<file path="config.mk">
export PLATFORM = sky130hd
export DESIGN_NAME = reset_seq_n_flat
export DESIGN_NICKNAME = d
export VERILOG_FILES = /design/src/rtl/reset_seq_n_if.sv /design/src/rtl/reset_seq_n.sv /design/src/flat_wrapper.sv
export SDC_FILE = /design/constraint.sdc
export NUM_CORES = 1
export LEC_CHECK = 0
export ABC_AREA = 1
export BUFFER_PORTS_ARGS = -buffer_cell sky130_fd_sc_hd__buf_2
export CAP_MARGIN = 0
export CORE_ASPECT_RATIO = 1.4
export CORE_MARGIN = 5
export CORE_UTILIZATION = 51
export CTS_CLUSTER_SIZE = 25
export DETAILED_ROUTE_END_ITERATION = 8
export GPL_TIMING_DRIVEN = 0
export PLACE_DENSITY_LB_ADDON = 0.05
export REMOVE_ABC_BUFFERS = 1
export SLEW_MARGIN = 20
export SYNTH_ARGS = -nofsm -noshare
export SYNTH_HDL_FRONTEND = slang
export SYNTH_SLANG_ARGS = --single-unit
export TNS_END_PERCENT = 100
</file>
<file path="constraint.sdc">
create_clock -name clk -period 1.5 [get_ports clk]
set_input_delay 0.075 -clock clk [delete_from_list [all_inputs] [get_ports clk]]
set_output_delay 0.075 -clock clk [all_outputs]
set_load 0.005 [all_outputs]
</file>
<file path="src/rtl/reset_seq_n_if.sv">
// Reset sequencer bundle: per-stage hold requests in, sequenced resets and
// status out. The sequencer core uses the slave modport; the hold/status
// side (power/clock monitors, bench) uses the master modport.
interface reset_seq_n_if #(
    parameter int NUM_STAGES = 3
) ();
    localparam int SW = $clog2(NUM_STAGES + 1);

    logic [NUM_STAGES-1:0] hold_in;
    logic [NUM_STAGES-1:0] rst_out;
    logic [SW-1:0]         stage;
    logic                  done;
    logic [NUM_STAGES-1:0] timeout_flag;

    modport master (
        output hold_in,
        input  rst_out,
        input  stage,
        input  done,
        input  timeout_flag
    );

    modport slave (
        input  hold_in,
        output rst_out,
        output stage,
        output done,
        output timeout_flag
    );
endinterface

</file>
<file path="src/rtl/reset_seq_n.sv">
// Parametrised reset sequencer. Releases NUM_STAGES active-high resets in
// order; stage k releases after hold_in[k] has been low for DELAYS[k]+1
// consecutive cycles. A hold on an already-released stage re-arms that stage
// and all later ones (lowest index wins). The state is the stage index
// itself; NUM_STAGES means done. Optional hold-stuck detection is built only
// when RESET_SEQ_TIMEOUT_EN is defined; otherwise timeout_flag is tied low.
module reset_seq_n #(
    parameter int                          NUM_STAGES = 3,
    parameter int                          CNT_W      = 16,
    parameter logic [NUM_STAGES*CNT_W-1:0] DELAYS     = {16'd10, 16'd10, 16'd10},
    parameter logic [31:0]                 TIMEOUT    = 32'd1000000
) (
    input logic         clk,
    input logic         rst_n,
    reset_seq_n_if.slave bus
);
    localparam int            SW       = $clog2(NUM_STAGES + 1);
    localparam logic [SW-1:0] DONE_IDX = SW'(NUM_STAGES);

    logic [SW-1:0]         state_q, state_d;
    logic [CNT_W-1:0]      cnt_q, cnt_d;
    logic [NUM_STAGES-1:0] rst_out_q, rst_out_d;
    logic                  done_q, done_d;

    logic                  rearm;
    logic [SW-1:0]         rearm_idx;
    logic                  hold_cur;
    logic [CNT_W-1:0]      delay_cur;

    // State register: stage index, delay counter and registered outputs.
    always_ff @(posedge clk) begin
        if (!rst_n) begin
            state_q   <= '0;
            cnt_q     <= '0;
            rst_out_q <= '1;
            done_q    <= 1'b0;
        end else begin
            state_q   <= state_d;
            cnt_q     <= cnt_d;
            rst_out_q <= rst_out_d;
            done_q    <= done_d;
        end
    end

    // Next state: re-arm on the lowest released stage with a hold, else count/advance.
    always_comb begin
        state_d   = state_q;
        cnt_d     = cnt_q;
        rearm     = 1'b0;
        rearm_idx = '0;
        hold_cur  = 1'b0;
        delay_cur = '0;

        // Scan downwards so the lowest requesting index is the one kept.
        for (int unsigned j = NUM_STAGES; j > 0; j--) begin
            if ((SW'(j - 1) < state_q) && bus.hold_in[j-1]) begin
                rearm     = 1'b1;
                rearm_idx = SW'(j - 1);
            end
        end

        for (int unsigned k = 0; k < NUM_STAGES; k++) begin
            if (state_q == SW'(k)) begin
                hold_cur  = bus.hold_in[k];
                delay_cur = DELAYS[k*CNT_W +: CNT_W];
            end
        end

        if (rearm) begin
            state_d = rearm_idx;
            cnt_d   = '0;
        end else if (state_q != DONE_IDX) begin
            if (hold_cur) begin
                cnt_d = '0;
            end else if (cnt_q == delay_cur) begin
                cnt_d   = '0;
                state_d = state_q + SW'(1);
            end else begin
                cnt_d = cnt_q + CNT_W'(1);
            end
        end
    end

    // Outputs decoded from the next state so they leave the flops directly.
    always_comb begin
        done_d = (state_d == DONE_IDX);
        for (int unsigned k = 0; k < NUM_STAGES; k++) begin
            rst_out_d[k] = (SW'(k) >= state_d);
        end
    end

    assign bus.rst_out = rst_out_q;
    assign bus.stage   = state_q;
    assign bus.done    = done_q;

`ifdef RESET_SEQ_TIMEOUT_EN
    logic [31:0]           tcnt_q, tcnt_d;
    logic [NUM_STAGES-1:0] tflag_q, tflag_d;

    // Hold-stuck counter and sticky per-stage flags.
    always_ff @(posedge clk) begin
        if (!rst_n) begin
            tcnt_q  <= '0;
            tflag_q <= '0;
        end else begin
            tcnt_q  <= tcnt_d;
            tflag_q <= tflag_d;
        end
    end

    // Count consecutive held cycles in the current stage; any stage change clears it.
    always_comb begin
        tcnt_d  = '0;
        tflag_d = tflag_q;
        if (!rearm && (state_q != DONE_IDX) && hold_cur) begin
            tcnt_d = (tcnt_q == '1) ? tcnt_q : tcnt_q + 32'd1;
            if (tcnt_q >= TIMEOUT) begin
                for (int unsigned k = 0; k < NUM_STAGES; k++) begin
                    if (state_q == SW'(k)) tflag_d[k] = 1'b1;
                end
            end
        end
    end

    assign bus.timeout_flag = tflag_q;
`else
    logic unused_timeout;
    assign unused_timeout   = ^TIMEOUT;
    assign bus.timeout_flag = '0;
`endif

endmodule

</file>
<file path="src/flat_wrapper.sv">
// flat-port wrapper written by rule: the top's interface ports become plain ports
module reset_seq_n_flat 
#(
    parameter int                          NUM_STAGES = 3,
    parameter int                          CNT_W      = 16,
    parameter logic [NUM_STAGES*CNT_W-1:0] DELAYS     = {16'd10, 16'd10, 16'd10},
    parameter logic [31:0]                 TIMEOUT    = 32'd1000000
)
  (clk, rst_n, bus_hold_in, bus_rst_out, bus_stage, bus_done, bus_timeout_flag);
  reset_seq_n_if #(.NUM_STAGES(NUM_STAGES)) bus_i ();
  input logic clk;
  input logic rst_n;
  input wire logic [$bits(bus_i.hold_in)-1:0] bus_hold_in;
  output wire logic [$bits(bus_i.rst_out)-1:0] bus_rst_out;
  output wire logic [$bits(bus_i.stage)-1:0] bus_stage;
  output wire logic [$bits(bus_i.done)-1:0] bus_done;
  output wire logic [$bits(bus_i.timeout_flag)-1:0] bus_timeout_flag;
  assign bus_i.hold_in = bus_hold_in;
  assign bus_rst_out = bus_i.rst_out;
  assign bus_stage = bus_i.stage;
  assign bus_done = bus_i.done;
  assign bus_timeout_flag = bus_i.timeout_flag;
  reset_seq_n #(.NUM_STAGES(NUM_STAGES), .CNT_W(CNT_W), .DELAYS(DELAYS), .TIMEOUT(TIMEOUT)) u_core (.clk(clk), .rst_n(rst_n), .bus(bus_i));
endmodule
</file>
==> run metrics <==
status=complete, but fails checks; failing checks=negative setup slack; synth top area cells=dfxtp_1 (34%), nand2_1 (12%), nor2_1 (6.9%), ha_1 (5.7%), nand3_2 (5.3%); Core Footprint=2444 um^2; die width=52.86 um; vias in the first global route=1129; CP arrival=1920 ps; Final WS setup=-171.4 ps; clock transition at the registers of the reported paths=130 ps; Fin Hold WS=169.8 ps; Total Routed Length=2998 um; maximum clock frequency=598.3 MHz; DR pass1 iterations=4; post-synthesis mux area share=0%; Initial Util=53.66%; Mapped Area=1311 um^2; Max Cap Viol=0; CTS tree=built; Vias/cell=4.967; share of the synthesized area in the top cell type=33.59%; HP Class=in -> reg; design area=1777 um^2; Final Hold Violating Endpoints=0; first-pass GRT wire length=4712 um; FP Rows=21; Nets=222; post-detailed-placement half-perimeter wirelength=2002 um; Fin Setup TNS=-2276 ps; P_leak=0.7673 nW; Pwr Density=635.3 nW/um^2; die footprint=3700 um^2; adder-cell share of the synthesized area=5.725%; Port Buffer Count=10; CTS H-tree lvls=1; initial antenna violation count=0; Die Ht=70.00 um; CP max FO=5; Final Util=72.71%; clk sink count=22; register area share after synthesis=33.59%; total number of vias=1212; fin crit period=1671 ps; Total GRT Usage=16.66%; Slew Viols, Final=0; total power=1.129 mW; Syn Inst Count=179; layout cell share with drive strength beyond 1=46.19%; simple logic cell fraction of the synthesized area=39.31%; Antenna Violating Nets Remaining=0; period utilization=111.4%; Top Ports=14; Ys Warns=0; CTS max path bufs=2; #FFs+latches synth=22; VDD IR max=0.5461 mV; endpoints failing setup=21; Worst Clk Skew=8.090 ps; CTS Buf Count=3; # fillers=198; Area Overhead vs Synth=35.50%; Synth area leader=dfxtp_1; Post-Synth XOR/XNOR Area=2.672%; WL/cell=12.29 um; Yosys cell types=31; Mapped Avg Cell Area=7.325 um^2; Synth Area in Compound Gates=8.397%; clk_lat worst skew=310 ps; largest net degree at the start of global routing=14; Antenna diodes=0; largest family of logic cells by synthesized area=simple AND/OR/NAND/NOR gates; grt ovf=0; Worst Setup Start Kind=flip-flop; CP endpoint kind=flip-flop; remaining design rule violation count=0; CTS root buffer=clkbuf_4; Final Wtd Congestion=0.7587; worst endpoint required time=1750 ps; initial DRC count=36; RSZ-0062 raised after global routing=true; placed cell areas=1359 um^2; crit path kind=reg -> reg
-- where the power goes --
part,switching (mW),internal [mW],total (mW)
Clock,0.191,0.270,0.461
Combinational,0.0427,0.0335,0.0762
Sequential,0.00797,0.583,0.591
-- logic make-up after synthesis --
family                     Yosys count
AOI/OAI and AO/OA                   17
xor gates and xnor gates             4
adders and majority gates            6
buffers and inverters               27
DFF                                 22
other                                1
and+or+nand+nor                    102
-- final timing paths --
path | from | to | slack [ps] | cells after the start
max | u_core.bus.stage[0] | u_core.cnt_q[6] | -170 | 10
min reg2reg | u_core.cnt_q[15] | u_core.cnt_q[15] | 510 | 2
max reg2reg | u_core.bus.stage[0] | u_core.cnt_q[6] | -170 | 10
min | bus_hold_in[2] | u_core.bus.rst_out[1] | 170 | 4
-- routing by layer --
layer	global-route usage (%)	share of wire [%]	vias up
met5	0	0	-
met4	5.682	2.0	0
met3	2.766	2.3	4
met2	33.29	56	14
met1	15.81	40	571
li1	-	-	623
-- final cells by class --
class / instances / area [um^2] / area share (%)
multi-input cells: 132 / 903.4 / 50.85
flip-flops and latches: 22 / 457.9 / 25.77
repair buffers: 30 / 222.7 / 12.54
inverters: 21 / 90.09 / 5.070
well taps: 34 / 42.54 / 2.394
clock inverters: 1 / 30.03 / 1.690
clock buffers: 3 / 22.52 / 1.268
repair inverters: 1 / 7.507 / 0.4225
-- cells in the final DEF, fill, tap and decap left out, types with 8 or more instances in the layout --
| cell type | instances |
|---|---|
| nor2_1 | 20 |
| nand2_1 | 34 |
| dfxtp_1 | 16 |
| buf_2 | 10 |
| buf_4 | 16 |
| inv_1 | 10 |
| nand3_1 | 8 |
| inv_2 | 8 |
| nand2_2 | 8 |
-- cell usage after synthesis, drive strengths merged --
cell,instances
o21ai,3
inv,21
a31o,1
conb,1
nor2,32
a31oi,1
xor2,3
xnor2,1
buf,6
nand3,15
a21oi,10
a21o,1
o21a,1
nand4,4
or2,1
ha,6
nor3,5
dfxtp,22
nand2,44
nor3b,1
-- state kept, by name (all words and copies together) (netlist names) --
signal,cells
u_core.cnt_q,16
u_core.bus.stage,2
u_core.bus.rst_out,3
u_core.bus.done,1
-- through the flow --
| stage | std cells | worst slack [ps] |
|---|---|---|
| floorplan | 175 | -202.6 |
| global route | 244 | -245.4 |
| CTS | 234 | -191.9 |
| detailed placement | 219 | -490.5 |
| global placement | 219 | -468.9 |
| finish | 244 | -171.4 |
-- worst max-delay path: stages (launching register included) --
cell and delay, ps:
dfxtp_4 370, buf_4 150, ha_4 190, a21oi_2 140, nor2_2 70, nand3_4 90
nand2_4 60, a21oi_4 200, buf_6 150, inv_6 40, nor3b_2 130
-- repair_timing --
action	in CTS	in global routing
gates cloned	1	0
hold buffers	1	0
gates resized for setup	26	28
buffers inserted	9	10
endpoints found under the hold margin	2	0
pin swaps	9	15
endpoints found under the setup margin	22	21
Power figures use the tool's default switching activity.
